**src/rtl/ema_pkg.sv**
```systemverilog
// Shared constants and width helpers for the multi-channel EMA filter.
// Used by ema_datapath (arithmetic widths, rounding) and ema_filter_mc (channel index width).
package ema_pkg;

    // Default coefficient: 0.8125 in Q1.4
    localparam int unsigned COEFF_RESET_DEFAULT = 13;

    // Channel index width, at least one bit
    function automatic int unsigned chan_w(input int unsigned n);
        return (n > 1) ? $clog2(n) : 1;
    endfunction

    // Difference x - s carries one extra bit so it never wraps
    function automatic int unsigned diff_w(input int unsigned w);
        return w + 1;
    endfunction

    // Full-width product/accumulate width: (w+1) x (f+1) signed, plus headroom for the add
    function automatic int unsigned prod_w(input int unsigned w, input int unsigned f);
        return w + f + 2;
    endfunction

    // Half an LSB of the result, added before the arithmetic shift (round half up)
    function automatic int unsigned round_const(input int unsigned f);
        return (f > 0) ? (32'd1 << (f - 1)) : 32'd0;
    endfunction

endpackage

```
**src/rtl/ema_datapath.sv**
```systemverilog
// Combinational EMA update: y = sat(s + round((x - s) * b)).
// Ports: x_i sample, s_i channel state, b_i Q1.frac_p coefficient, y_o saturated result.
module ema_datapath
    import ema_pkg::*;
#(
    parameter int unsigned width_p = 24,
    parameter int unsigned frac_p  = 4
) (
    input  logic signed [width_p-1:0] x_i,
    input  logic signed [width_p-1:0] s_i,
    input  logic signed [frac_p:0]    b_i,
    output logic signed [width_p-1:0] y_o
);

    localparam int unsigned DW = diff_w(width_p);
    localparam int unsigned PW = prod_w(width_p, frac_p);

    // Saturation limits expressed at the wide accumulate width
    localparam logic signed [PW-1:0] MAX_V = PW'({1'b0, {(width_p-1){1'b1}}});
    localparam logic signed [PW-1:0] MIN_V = ~MAX_V;

    logic signed [DW-1:0] d;
    logic signed [PW-1:0] p;
    logic signed [PW-1:0] r;
    logic signed [PW-1:0] sum;

    always_comb begin
        d   = DW'(x_i) - DW'(s_i);
        p   = PW'(d) * PW'(b_i);
        r   = (p + $signed(PW'(round_const(frac_p)))) >>> frac_p;
        sum = PW'(s_i) + r;
        if (sum > MAX_V) begin
            y_o = MAX_V[width_p-1:0];
        end else if (sum < MIN_V) begin
            y_o = MIN_V[width_p-1:0];
        end else begin
            y_o = sum[width_p-1:0];
        end
    end

endmodule

```
**src/rtl/ema_filter_mc.sv**
```systemverilog
// Multi-channel exponential moving average filter with a two-stage elastic pipeline.
// Stage A registers the incoming sample/channel; stage B computes y, presents it on
// data_o/chan_o and writes it back as the channel state in the same cycle.
// Ports: clk_i/reset_i (sync, active-high); valid_i/ready_o/data_i/chan_i input beat;
// valid_o/ready_i/data_o/chan_o output beat; cfg_we_i/cfg_clr_i/cfg_chan_i/cfg_coeff_i
// per-channel coefficient write and state clear.
module ema_filter_mc
    import ema_pkg::*;
#(
    parameter int unsigned width_p       = 24,
    parameter int unsigned channels_p    = 4,
    parameter int unsigned frac_p        = 4,
    parameter int          coeff_reset_p = int'(COEFF_RESET_DEFAULT)
) (
    input  logic                               clk_i,
    input  logic                               reset_i,
    input  logic                               valid_i,
    output logic                               ready_o,
    input  logic [width_p-1:0]                 data_i,
    input  logic [chan_w(channels_p)-1:0]      chan_i,
    output logic                               valid_o,
    input  logic                               ready_i,
    output logic [width_p-1:0]                 data_o,
    output logic [chan_w(channels_p)-1:0]      chan_o,
    input  logic                               cfg_we_i,
    input  logic                               cfg_clr_i,
    input  logic [chan_w(channels_p)-1:0]      cfg_chan_i,
    input  logic [frac_p:0]                    cfg_coeff_i
);

    localparam int unsigned CW      = chan_w(channels_p);
    localparam int unsigned BW      = frac_p + 1;
    localparam bit          FULL_CH = (channels_p == (32'd1 << CW));

    logic                      a_valid_q, a_valid_d;
    logic signed [width_p-1:0] a_x_q, a_x_d;
    logic [CW-1:0]             a_c_q, a_c_d;
    logic                      valid_q, valid_d;
    logic signed [width_p-1:0] y_q, y_d;
    logic [CW-1:0]             chan_q, chan_d;
    logic signed [width_p-1:0] s_q [channels_p];
    logic signed [width_p-1:0] s_d [channels_p];
    logic signed [BW-1:0]      b_q [channels_p];
    logic signed [BW-1:0]      b_d [channels_p];

    logic                      a_in_range;
    logic                      cfg_in_range;
    logic                      b_load;
    logic                      accept;
    logic signed [width_p-1:0] s_sel;
    logic signed [BW-1:0]      b_sel;
    logic signed [width_p-1:0] y_calc;

    // Channel indices beyond channels_p only exist when channels_p is not a power of two
    if (FULL_CH) begin : g_full_ch
        assign a_in_range   = 1'b1;
        assign cfg_in_range = 1'b1;
    end else begin : g_part_ch
        assign a_in_range   = (32'(a_c_q) < channels_p);
        assign cfg_in_range = (32'(cfg_chan_i) < channels_p);
    end

    assign b_load  = a_valid_q && (!valid_q || ready_i);
    assign ready_o = !a_valid_q || b_load;
    assign accept  = valid_i && ready_o;

    assign s_sel = a_in_range ? s_q[a_c_q] : '0;
    assign b_sel = a_in_range ? b_q[a_c_q] : '0;

    ema_datapath #(
        .width_p (width_p),
        .frac_p  (frac_p)
    ) u_datapath (
        .x_i (a_x_q),
        .s_i (s_sel),
        .b_i (b_sel),
        .y_o (y_calc)
    );

    // Next-state: pipeline advance, state write-back, then config (clear overrides write-back)
    always_comb begin
        a_valid_d = a_valid_q;
        a_x_d     = a_x_q;
        a_c_d     = a_c_q;
        valid_d   = valid_q;
        y_d       = y_q;
        chan_d    = chan_q;
        s_d       = s_q;
        b_d       = b_q;

        if (b_load) begin
            valid_d = 1'b1;
            y_d     = a_in_range ? y_calc : '0;
            chan_d  = a_c_q;
            if (a_in_range) begin
                s_d[a_c_q] = y_calc;
            end
        end else if (ready_i) begin
            valid_d = 1'b0;
        end

        if (accept) begin
            a_valid_d = 1'b1;
            a_x_d     = $signed(data_i);
            a_c_d     = chan_i;
        end else if (b_load) begin
            a_valid_d = 1'b0;
        end

        if (cfg_we_i && cfg_in_range) begin
            b_d[cfg_chan_i] = $signed(cfg_coeff_i);
        end
        if (cfg_clr_i && cfg_in_range) begin
            s_d[cfg_chan_i] = '0;
        end
    end

    always_ff @(posedge clk_i) begin
        if (reset_i) begin
            a_valid_q <= 1'b0;
            a_x_q     <= '0;
            a_c_q     <= '0;
            valid_q   <= 1'b0;
            y_q       <= '0;
            chan_q    <= '0;
            for (int unsigned i = 0; i < channels_p; i++) begin
                s_q[i] <= '0;
                b_q[i] <= BW'(coeff_reset_p);
            end
        end else begin
            a_valid_q <= a_valid_d;
            a_x_q     <= a_x_d;
            a_c_q     <= a_c_d;
            valid_q   <= valid_d;
            y_q       <= y_d;
            chan_q    <= chan_d;
            s_q       <= s_d;
            b_q       <= b_d;
        end
    end

    assign valid_o = valid_q;
    assign data_o  = y_q;
    assign chan_o  = chan_q;

endmodule

```
**config.mk**
```make
export PLATFORM = sky130hd
export DESIGN_NAME = ema_filter_mc
export DESIGN_NICKNAME = d
export VERILOG_FILES = /design/src/rtl/ema_pkg.sv /design/src/rtl/ema_datapath.sv /design/src/rtl/ema_filter_mc.sv
export SDC_FILE = /design/constraint.sdc
export NUM_CORES = 1
export LEC_CHECK = 0
export CAP_MARGIN = 20
export CELL_PAD_IN_SITES_DETAIL_PLACEMENT = 0
export CELL_PAD_IN_SITES_GLOBAL_PLACEMENT = 2
export CORE_MARGIN = 4
export CORE_UTILIZATION = 38
export CTS_CLUSTER_DIAMETER = 30
export DETAILED_ROUTE_END_ITERATION = 16
export HOLD_SLACK_MARGIN = 0.06
export PLACE_DENSITY = 0.8
export SLEW_MARGIN = 25
export SYNTH_ARGS = -nofsm -noshare
export SYNTH_HDL_FRONTEND = slang
export SYNTH_SLANG_ARGS = --single-unit
```
**constraint.sdc**
```tcl
create_clock -name clk_i -period 13.95 [get_ports clk_i]
set_input_delay 2.79 -clock clk_i [delete_from_list [all_inputs] [get_ports clk_i]]
set_output_delay 2.79 -clock clk_i [all_outputs]
set_load 0.02 [all_outputs]
```
After elaboration in Yosys (flattened, before gate mapping)
Cells that the tools add are included.

word-level totals
  flip-flop bits (word level) = 170
  input port bits = 39
  output and inout port bits = 28

operators by class
  add/sub/neg operators = 3
  multiply operators = 1
  $lt $le $gt $ge = 6
  multiplexer cells = 22
  bitwise operators = 4
  reductions and logical operators = 10

operators by type and width
  kind                     number
  $mux W96                 2
  $mux W24                 6
  $and A96 B96 Y96         1
  $bwmux W96               1
  $demux W24 S2            2
  $not A96 Y96             1
  $bmux W24 S2             1
  $add A30 B5 Y30 const B  1
  $gt A30 B24 Y1 const B   1
  $lt A30 B24 Y1 const B   1
  $mul A25 B5 Y30          1
  $add A24 B26 Y27         1
  $sub A24 B24 Y25         1
  $bwmux W20               1
  $mux W5                  3
  $bmux W5 S2              1
  $demux W5 S2             1
  $ge A3 B3 Y1 const B     2
  $lt A3 B1 Y1 const B     2
  $not A2 Y3               2
  $logic_and A1 B1 Y1      4
  $mux W1                  4
  $reduce_bool A2 Y1       2
  $logic_not A1 Y1         2
  $logic_or A1 B1 Y1       2

Depth between registers and ports, before layout
Gate-level depths: netlist (run 1).

  depth in word-level cells = 15
  mapped depth = 42
  depth with buffers taken out = 37

Hierarchy
From an unflattened synthesis (run 1), not the netlist that was laid out.

unflattened totals
  cells, all modules = 1816
  area, all modules = 15372.2 µm²

by module, submodules not included
  module         times used  cells an instance  area each (µm²)  seq. area each (µm²)
  ema_filter_mc  1           819                7835.0           3403.3
  ema_datapath   1           997                7537.2           0.0

Least setup slack after synthesis (run 1)
OpenSTA, ideal clock, no wires.

  path kind = flip-flop to flip-flop
  from = register a_c_q[0]
  to = register y_q[10], in the netlist data_o[10]
  setup time = 122 ps
  arrival time = 9594 ps
  data required time = 13828 ps
  slack = 4234 ps
  cell stages (with the launch flop) = 42
  path buffers = 5
  clock period less this slack = 9716 ps
  cell sequence = dfxtp_1 > buf_2 > buf_1 > buf_1 > mux4_2 > inv_1 > ha_1 > nor2b_1 > o21ai_0 > a21boi_0 > o211ai_1 > o21ai_0 > a21o_1 > a21oi_1 > xor2_1 > nor2_1 > fa_1 > fa_1 > (+6 left out) > a21oi_1 > o21ai_0 > a32o_1 > a211oi_2 > o21ai_0 > a211oi_1 > nor2_1 > ha_1 > buf_2 > a21oi_1 > o21ai_0 > or3_1 > o21ai_0 > xnor2_1 > o31ai_4 > nor3_4 > buf_6 > a221o_1

between the ends
  word-level cells in the longest chain between the ends = 11
  elaborated cells between the ends (all ways) = 15
  those cells by class = 3 x add/sub; 1 x mul; 2 x order compare; 8 x mux; 1 x bitwise

ends and longest elaborated chain
  what                                          line                                      source
  start: declaration                            ema_filter_mc.sv:37                       logic [CW-1:0] a_c_q, a_c_d;
  start signal: assignment                      ema_filter_mc.sv:122                      a_c_q <= '0;
  start signal: assignment                      ema_filter_mc.sv:133                      a_c_q <= a_c_d;
  $not A2 Y3 (not written as such) (*)          ema_filter_mc.sv:67, ema_filter_mc.sv:68
  $bmux W24 S2                                  ema_filter_mc.sv:67                       assign s_sel = a_in_range ? s_q[a_c_q] : '0;
  $mux W24 (not written as such) (2 in series)  ema_filter_mc.sv:67
  $sub A24 B24 Y25                              ema_datapath.sv:28                        d = DW'(x_i) - DW'(s_i);
  $mul A25 B5 Y30                               ema_datapath.sv:29                        p = PW'(d) * PW'(b_i);
  $add A30 B5 Y30                               ema_datapath.sv:30                        r = (p + $signed(PW'(round_const(frac_p)))) >>> frac_p;
  $add A24 B26 Y27 (*)                          ema_datapath.sv:31                        sum = PW'(s_i) + r;
  $lt A30 B24 Y1                                ema_datapath.sv:34                        end else if (sum < MIN_V) begin
  $mux W24                                      ema_datapath.sv:34
  $mux W24 (*)                                  ema_datapath.sv:32                        if (sum > MAX_V) begin
  end signal: assignment                        ema_filter_mc.sv:135                      y_q <= y_d;
  end: declaration                              ema_filter_mc.sv:39                       logic signed [width_p-1:0] y_q, y_d;

Every way passes the cells marked *; elsewhere a longest branch is shown, timed or not. The select of a mux whose other input is x is not followed.
A chain may end at the register's enable or synchronous reset.

Worst setup path in the final report (run 1)
  from = register a_c_q[0]
  to = register y_q[1], in the netlist data_o[1]

Same word-level chain as after synthesis.

==> results of run 1 <==
[flip-flops by register name, indices dropped and copies added, names as in the netlist]
name and count:
valid_o 1, chan_o 2, s_q 96, data_o 24
a_c_q 2, a_x_q 24, b_q 20, a_valid_q 1
[cells by family after synthesis]
kind of cell	count (synthesis)	share of synthesized area
AND/OR/NAND/NOR	475	0.154
AO/OA/AOI/OAI	381	0.200
multiplexers	48	0.0603
adder cells (fa/ha/maj)	181	0.213
buffers and inverters	245	0.0732
flip-flops	170	0.253
XOR/XNOR	70	0.0461
[placed cells by master (no fill, tap or decap), types with 27 or more instances in the layout]
| cell | synthesis | final |
|---|---|---|
| a21oi_1 | 92 | 92 |
| xnor2_1 | 44 | 44 |
| nor2_1 | 241 | 240 |
| dfxtp_1 | 170 | 168 |
| o21ai_0 | 43 | 40 |
| a21o_1 | 27 | 27 |
| ha_1 | 101 | 101 |
| nand2_1 | 119 | 119 |
| fa_1 | 80 | 80 |
| clkdlybuf4s50_1 | 0 | 65 |
| a211oi_1 | 97 | 97 |
| inv_1 | 169 | 169 |
[final cells by class]
type | count | area, µm²
Multi-Input combinational cell | 1155 | 9090
Clock inverter | 15 | 201
Fill cell | 3473 | 19600
Inverter | 169 | 634
Timing Repair Buffer | 83 | 783
Tap cell | 455 | 569
Clock buffer | 17 | 425
Sequential cell | 170 | 3410
[worst max-delay path by stage]
stage / slack (ns) / depth (start not counted) / endpoint / startpoint
finish: 2.77 / 38 / data_o[1] / a_c_q[0]
global route: 1.86 / 38 / data_o[0] / a_c_q[0]
CTS: 2.75 / 36 / s_q[25] / a_c_q[0]
detailed placement: 2.79 / 36 / s_q[25] / a_c_q[0]
global placement: 2.83 / 38 / data_o[3] / a_c_q[0]
floorplan: 4.23 / 41 / data_o[10] / a_c_q[0]
[worst register-to-register path: cells and delay by family (launching register included)]
family                   cells  cell delay [ns]
flip-flops                   1             0.91
multiplexers                 1             0.71
adder cells (fa/ha/maj)      6             2.62
AO/OA/AOI/OAI               20             4.27
XOR/XNOR                     2             0.96
AND/OR/NAND/NOR              5             1.10
buffers and inverters        4             0.52
[metrics by stage]
step	setup slack [ns]	instances	instance area, µm²	hold slack, ns	util
2_1_floorplan	4.23	1570	13500	0.430	-
4_1_cts	2.75	2064	15100	0.461	0.435
3_3_place_gp	2.83	2032	14500	0.436	0.417
5_1_grt	1.86	2064	15100	0.486	0.435
3_5_place_dp	2.79	2032	14500	0.448	0.417
6_report	2.77	2064	15100	0.458	0.435
[layer usage]
metal  part of all wire  track usage  vias up
met2               0.44        0.305      158
met5                  0            0        -
li1                   -            -     5468
met3              0.036       0.0376       28
met1               0.51        0.297     5270
met4              0.019       0.0465        0
==> impl_results.md, run 1 <==
* Status: finished, final reports clean
* Worst Setup End Kind: register
* Hold wc startpoint: a_x_q[0]
* Number of synthesized register bits at 170
* Critical Path Source Type: register
* Synthesized netlist cell count at 1570
* Hold Path Class: reg -> reg
* Tmin final at 11.18 ns
* CTS Buf Count at 17
* Die width at 196 µm
* Detail Placement HPWL at 29500 µm
* Worst R2R Start: a_c_q[0]
* Chip Height at 196 µm
* Ratio of cells with drive above 1 in the final layout at 0.0696
* Clk buf depth at 2
* H-tree levels at 4
* Fmax at 89.5 MHz
* Slowest cell on crit path: dfxtp_2
* Initial antenna violation count at 0
* Register area share after synthesis at 0.253
* DR vias/cell at 5.29
* Number of synthesized flops with an enable pin at 0
* WP data arrival at 11.56 ns
* Final Skew at 0.0330 ns
* Top_reg_cell synth: dfxtp_1
* CTS root buffer: clkbuf_16
* Final Max Tran Viols at 0
* WP data required at 14.33 ns
* R2R Path End: data_o[1]
* Buffers & Inverters on Critical Path at 4
* Post-Route WL at 38300 µm
* Post-Syn Area at 13500 µm²
* Cells on worst reg2reg path at 38
* Crit share post-route at 0.801
* First-pass GRT wire length at 61300 µm
* Fin nets at 1816
* CTS tree: built
* Die area at 38500 µm²
* Synth top area cells: dfxtp_1 (25%), fa_1 (12%), ha_1 (9.4%)
* DR WL/cell at 18.6 µm
* # hold bufs at CTS at 0
* Mean Syn Cell Area at 8.57 µm²
* Post-CTS Setup Bufs at 0
* Clk pin slew, worst setup/hold paths at 0.07 ns
* Core area at 34700 µm²
* Most frequent cell after synthesis: nor2_1
* Top cells by count, synth: nor2_1 (241), dfxtp_1 (170), inv_1 (169)
* FFs w/ async S/R, synth at 0
* Total number of vias at 10900
* Setup violators final at 0
* P&R area growth vs syn at 12.3%
* FP Rows at 68
* Yosys warnings at 0
* Slew HR at 0.364
* CP delay by family, top: compound AO/OA/AOI/OAI gates
* DRC Markers at 0
* Worst-margin pin slew at 0.950 ns
* Mapped Nets at 1790
* Final Wtd Congestion at 0.869
* Synth cell types at 69
* Cell mode on critical path: o21ai_0
* Worst Path Class, Setup: reg -> reg
* Worst R2R Setup Slack at 2.77 ns
* Post-route setup TNS at 0 ns
* Antenna Cells at 0
* Leading area contributor after synthesis: dfxtp_1
* Final Hold Vio Count at 0
* Maximum fanout along the worst path at 28
* Initial core utilization at 0.388
* # resized after CTS at 0
* Largest net degree at the start of global routing at 60
* Vias in the first global route at 10800
* RSZ-0062 raised after global routing: false
* Hold path endpoint: a_x_q[0]
* PortBufs at 66
* Sinks on Clock Net at 170
* Tot GR Track Use at 0.201
* Post-synth top area share at 0.253
* Routed Antenna Nets at 0
* Max-cap violation count at 0
* CP max stage delay at 0.91 ns
* Worst hold stages at 2
* Worst skew pair latency at 0.47 ns
* Initial drt markers at 617
* I/O pins at 67
* Drt pass-1 iters at 4
* Grt total ovfl at 0
Power of run 1 is not shown: default switching activity piles up to over one toggle a cycle in this logic, so the estimate is an artifact.
==> run 2, diff against run 1 <==
clock period = 11.5 ns   (was 13.95 ns; I/O delays follow)
==> run 2 against run 1 <==
Cell area about the same. Via count about the same. Hold slack better by 0.0019 ns. Count of clock-buffer cells in the layout unchanged. Routed wire length down 0.33%. Highest routed layer unchanged. First-iteration DRC count up 1.6%. Sequential share of layout area about the same.
==> impl_results.md, run 2 (synthesis gave the netlist of run 1 again) <==
* RSZ-0062 raised after global routing: false
* Final Wtd Congestion at 0.869 (about the same)
* Worst R2R Start: a_c_q[0]
* CP max stage delay at 0.68 ns (-0.23 ns)
* Slowest cell on crit path: dfxtp_2
* # hold bufs at CTS at 0 (unchanged)
* WP data required at 11.79 ns (-2.54 ns)
* R2R Path End: s_q[48]
* CP delay by family, top: compound AO/OA/AOI/OAI gates
* Worst Setup End Kind: register
* Post-route setup TNS at 0 ns (unchanged)
* Chip Height at 196 µm (unchanged)
* Worst skew pair latency at 0.47 ns (about the same)
* Initial core utilization at 0.388 (unchanged)
* Drt pass-1 iters at 5 (+1)
* Ratio of cells with drive above 1 in the final layout at 0.0744 (+0.00483)
* Cell mode on critical path: o21ai_0
* Sinks on Clock Net at 170 (unchanged)
* Worst hold stages at 2 (unchanged)
* PortBufs at 66 (unchanged)
* Grt total ovfl at 0 (unchanged)
* Hold path endpoint: a_x_q[0]
* Filler cell count at 3513 (+1.2%)
* Die width at 196 µm (unchanged)
* Worst R2R Setup Slack at 0.93 ns (-1.84 ns)
* End-of-flow core utilization at 0.435 (about the same)
* H-tree levels at 4 (unchanged)
* Detail Placement HPWL at 30000 µm (+1.6%)
* CTS Buf Count at 17 (unchanged)
* Hold wc startpoint: a_x_q[0]
* Max-cap violation count at 0 (unchanged)
* Hold Path Class: reg -> reg
* DRC Markers at 0 (unchanged)
* Tmin final at 10.57 ns (-0.608 ns)
* Final Hold Vio Count at 0 (unchanged)
* Routed Antenna Nets at 0 (unchanged)
* Cells on worst reg2reg path at 37 (-2.6%)
* Buffers & Inverters on Critical Path at 4 (unchanged)
* Layout Cell Area excl Fill at 15100 µm² (about the same)
* Setup violators final at 0 (unchanged)
* CTS tree: built
* Core area at 34700 µm² (unchanged)
* I/O pins at 67 (unchanged)
* DR WL/cell at 18.5 µm (-0.47%)
* Slew HR at 0.406 (+0.0412)
* Maximum fanout along the worst path at 18 (-36%)
* Worst hold slack at 0.460 ns (+0.00189 ns)
* DR vias/cell at 5.28 (-0.17%)
* Largest net degree at the start of global routing at 60 (unchanged)
* CTS root buffer: clkbuf_16
* Final Max Tran Viols at 0 (unchanged)
* Clk pin slew, worst setup/hold paths at 0.07 ns (about the same)
* Status: finished, final reports clean
* Final Skew at 0.0321 ns (-0.000967 ns)
* Dpl cell area at 14500 µm² (+0.18%)
* Crit share post-route at 0.919 (+0.118)
* Commonest cells after routing, fill and taps aside: nor2_1 (240), inv_1 (169), dfxtp_1 (168), nand2_1 (118), ha_1 (101)
* Die area at 38500 µm² (unchanged)
* Commonest non-fill, non-tap cell in the layout: nor2_1
* Antenna Cells at 0 (unchanged)
* P&R area growth vs syn at 12.3% (about the same)
* Post-Route WL at 38200 µm (-0.33%)
* Critical Path Source Type: register
* Fin nets at 1819 (+0.17%)
* Worst-margin pin slew at 0.892 ns (-0.0588 ns)
* First-pass GRT wire length at 62000 µm (+1.1%)
* Clk buf depth at 2 (unchanged)
* Tot GR Track Use at 0.202 (+0.00112)
* Vias in the first global route at 10900 (+0.82%)
* FP Rows at 68 (unchanged)
* Flip-flop count of the largest register after layout at 96 (unchanged)
* WP data arrival at 10.86 ns (-0.70 ns)
* Biggest register: s_q
* Initial drt markers at 627 (+1.6%)
* Fmax at 94.6 MHz (+5.7%)
* Initial antenna violation count at 0 (unchanged)
* Total number of vias at 10900 (-0.027%)
* Worst Path Class, Setup: reg -> reg
-- run 2: cell count changes in the layout (fill, tap and decap cells not counted), moves of 2 or more --
cell and delta:
and2_2 +3, buf_4 +3, and2_1 -3, bufinv_16 -2
inv_8 +2
-- run 2: through the flow --
step | setup slack [ns] | instances
floorplan | 1.78 | 1570
global placement | 0.837 | 2035
detailed placement | 0.740 | 2035
CTS | 0.685 | 2067
global route | 0 | 2067
finish | 0.931 | 2067
-- run 2: layout make-up --
class                   count  area, µm²  share of cell area
clock buffers              17        425              0.0282
clock inverters            15        164              0.0108
inverters                 169        634              0.0420
multi-input cells        1155       9100               0.603
flip-flops and latches    170       3410               0.225
well taps                 455        569              0.0377
repair buffers             86        806              0.0533
-- run 2: how the worst max path moves through the flow --
stage,startpoint,endpoint,cells past startpoint
2_1_floorplan,a_c_q[0],data_o[10],41
4_1_cts,a_c_q[0],s_q[14],36
3_5_place_dp,a_c_q[0],s_q[14],36
5_1_grt,a_c_q[0],s_q[61],37
6_report,a_c_q[0],s_q[48],37
3_3_place_gp,a_c_q[0],s_q[1],36
-- run 2: what timing repair did --
item                                    4_1_cts  5_1_grt
endpoints found under the setup margin        0       77
resized for setup                             0        4
buffers inserted                              0        0
-- run 2: per-layer routing --
layer,wire length (µm),GRT usage,part of all wire
met2,16600,0.304,0.44
met5,0,0,0
met1,19800,0.308,0.52
met3,1340,0.0275,0.035
met4,480,0.0427,0.013
-- run 2: worst register-to-register path: cells and delay by family, from the launching register on --
family | cells | cell delay (ns)
XOR/XNOR | 2 | 0.61
AND/OR/NAND/NOR | 5 | 1.00
buffers and inverters | 4 | 0.49
flip-flops | 1 | 0.68
multiplexers | 1 | 0.67
AO/OA/AOI/OAI | 19 | 4.39
adder cells (fa/ha/maj) | 6 | 2.57
Power of run 2 is left out for the same reason.
==> run 3, diff against run 2 <==
clock period = 10.33 ns   (was 11.5 ns; I/O delays follow)
==> run 3 against run 2 <==
Flip-flop and latch count stayed put. Cell area is 2.7% higher. Utilization is 1.2 points higher. Global-route usage is 0.49 points higher.
==> impl_results.md, run 3 (synthesis gave the netlist of run 1 again) <==
* Status: finished, final reports clean
* WP data arrival at 10.15 ns (-0.71 ns)
* CTS Buf Count at 17 (unchanged)
* Setup violators final at 0 (unchanged)
* Worst Setup End Kind: register
* Fmax at 103 MHz (+8.3%)
* FP Rows at 68 (unchanged)
* Hold wc startpoint: b_q[12]
* Hold Path Class: reg -> reg
* DR WL/cell at 18.8 µm (+1.9%)
* Core area at 34700 µm² (unchanged)
* Cell mode on critical path: fa_1
* Worst skew pair latency at 0.46 ns (about the same)
* Critical Path Source Type: register
* Hold path endpoint: b_q[12]
* Worst R2R Setup Slack at 0.57 ns (-0.36 ns)
* Tmin final at 9.76 ns (-0.814 ns)
* # hold bufs at CTS at 0 (unchanged)
* Clk buf depth at 2 (unchanged)
* Drt pass-1 iters at 5 (unchanged)
* Grt met2 use at 0.332 (+0.0279)
* Detail Placement HPWL at 30300 µm (+1.1%)
* Commonest non-fill, non-tap cell in the layout: nor2_1
* P&R area growth vs syn at 15.2%
* Worst Path Class, Setup: reg -> reg
* Antenna Cells at 0 (unchanged)
* DR vias/cell at 5.31 (+0.42%)
* Met1 Usage GRT at 0.298 (-0.0102)
* Clk pin slew, worst setup/hold paths at 0.07 ns (about the same)
* Post-Route WL at 39700 µm (+3.8%)
* CP max stage delay at 0.57 ns (-0.11 ns)
* Reg area at 3410 µm² (unchanged)
* Routed Antenna Nets at 0 (unchanged)
* Ratio of cells with drive above 1 in the final layout at 0.0975 (+0.0230)
* Final Skew at 0.0244 ns (-0.00767 ns)
* Final Wtd Congestion at 0.868 (about the same)
* Biggest register: s_q
* Die width at 196 µm (unchanged)
* Initial core utilization at 0.388 (unchanged)
* Final Hold Vio Count at 0 (unchanged)
* End-of-flow core utilization at 0.447 (+0.0116)
* Crit share post-route at 0.944 (+0.0253)
* Max-cap violation count at 0 (unchanged)
* GRT met3 Usage at 0.0275 (unchanged)
* WP data required at 10.72 ns (-1.07 ns)
* Final Max Tran Viols at 0 (unchanged)
* CTS tree: built
* Total number of vias at 11200 (+2.4%)
* CTS root buffer: clkbuf_16
* Cells on worst reg2reg path at 36 (-2.7%)
* Filler cell count at 3500 (-0.37%)
* Grt total ovfl at 0 (unchanged)
* Post-route setup TNS at 0 ns (unchanged)
* Slowest cell on crit path: mux4_2
* Fin nets at 1859 (+2.2%)
* Tot GR Track Use at 0.207 (+0.00493)
* Maximum fanout along the worst path at 11 (-7)
* Initial drt markers at 536 (-15%)
* Commonest cells after routing, fill and taps aside: nor2_1 (240), inv_1 (169), dfxtp_1 (168), nand2_1 (118), ha_1 (101)
* Die area at 38500 µm² (unchanged)
* H-tree levels at 4 (unchanged)
* DRC Markers at 0 (unchanged)
* First-pass GRT wire length at 63200 µm (+2.0%)
* R2R Path End: data_o[0]
* Worst-margin pin slew at 0.897 ns (+0.00504 ns)
* Chip Height at 196 µm (unchanged)
* Flip-flop count of the largest register after layout at 96 (unchanged)
* Sinks on Clock Net at 170 (unchanged)
* Initial antenna violation count at 1 (+1)
* Worst R2R Start: a_c_q[0]
* Largest net degree at the start of global routing at 60 (unchanged)
* Gr busiest metal: met2
* Area of the multi-input gates at 9180 µm² (+0.80%)
* Worst hold stages at 1 (-1)
* Slew HR at 0.400 (-0.00557)
* PortBufs at 66 (unchanged)
* I/O pins at 67 (unchanged)
* Vias in the first global route at 11400 (+4.2%)
-- run 3: repair_timing --
| item | in CTS | in global routing |
|---|---|---|
| buffers inserted | 0 | 5 |
| endpoints found under the setup margin | 0 | 115 |
| resized for setup | 0 | 11 |
-- run 3: stage by stage --
step | hold slack [ns] | setup slack [ns] | cells | area, µm²
after detailed placement | 0.449 | 0.257 | 2068 | 14800
final | 0.462 | 0.575 | 2107 | 15500
after CTS | 0.464 | 0.195 | 2100 | 15400
after global placement | 0.437 | 0.425 | 2068 | 14800
after floorplan | 0.430 | 0.614 | 1570 | 13500
after global routing | 0.487 | -0.0405 | 2107 | 15500
-- run 3: cell type report --
cell class	count	share of cell area
multi-input cells	1157	0.592
clock buffers	17	0.0274
repair buffers	124	0.0728
well taps	455	0.0367
inverters	169	0.0409
clock inverters	15	0.0110
flip-flops and latches	170	0.220
-- run 3: critical path, delay by kind of cell, from the launching register on --
kind	cells	cell delay, ns
adders and majority gates	7	2.90
and+or+nand+nor	4	0.86
DFF	1	0.42
buffers and inverters	5	0.60
muxes	1	0.57
AOI/OAI and AO/OA	16	3.28
xor gates and xnor gates	3	1.01
-- run 3: worst max-delay path by stage --
stage / from / cells after the start / to / slack (ns)
floorplan: a_c_q[0] / 41 / data_o[10] / 0.61
global placement: a_c_q[0] / 36 / data_o[6] / 0.42
detailed placement: a_c_q[0] / 36 / data_o[4] / 0.26
CTS: a_c_q[0] / 36 / data_o[1] / 0.20
global route: a_c_q[0] / 38 / data_o[0] / -0.04
finish: a_c_q[0] / 36 / data_o[0] / 0.57
-- run 3: metal layers --
metal,routed length (µm),share of wire
met3,1240,0.031
met4,556,0.014
met2,18300,0.46
met1,19600,0.49
met5,0,0
Power of run 3 is left out for the same reason.
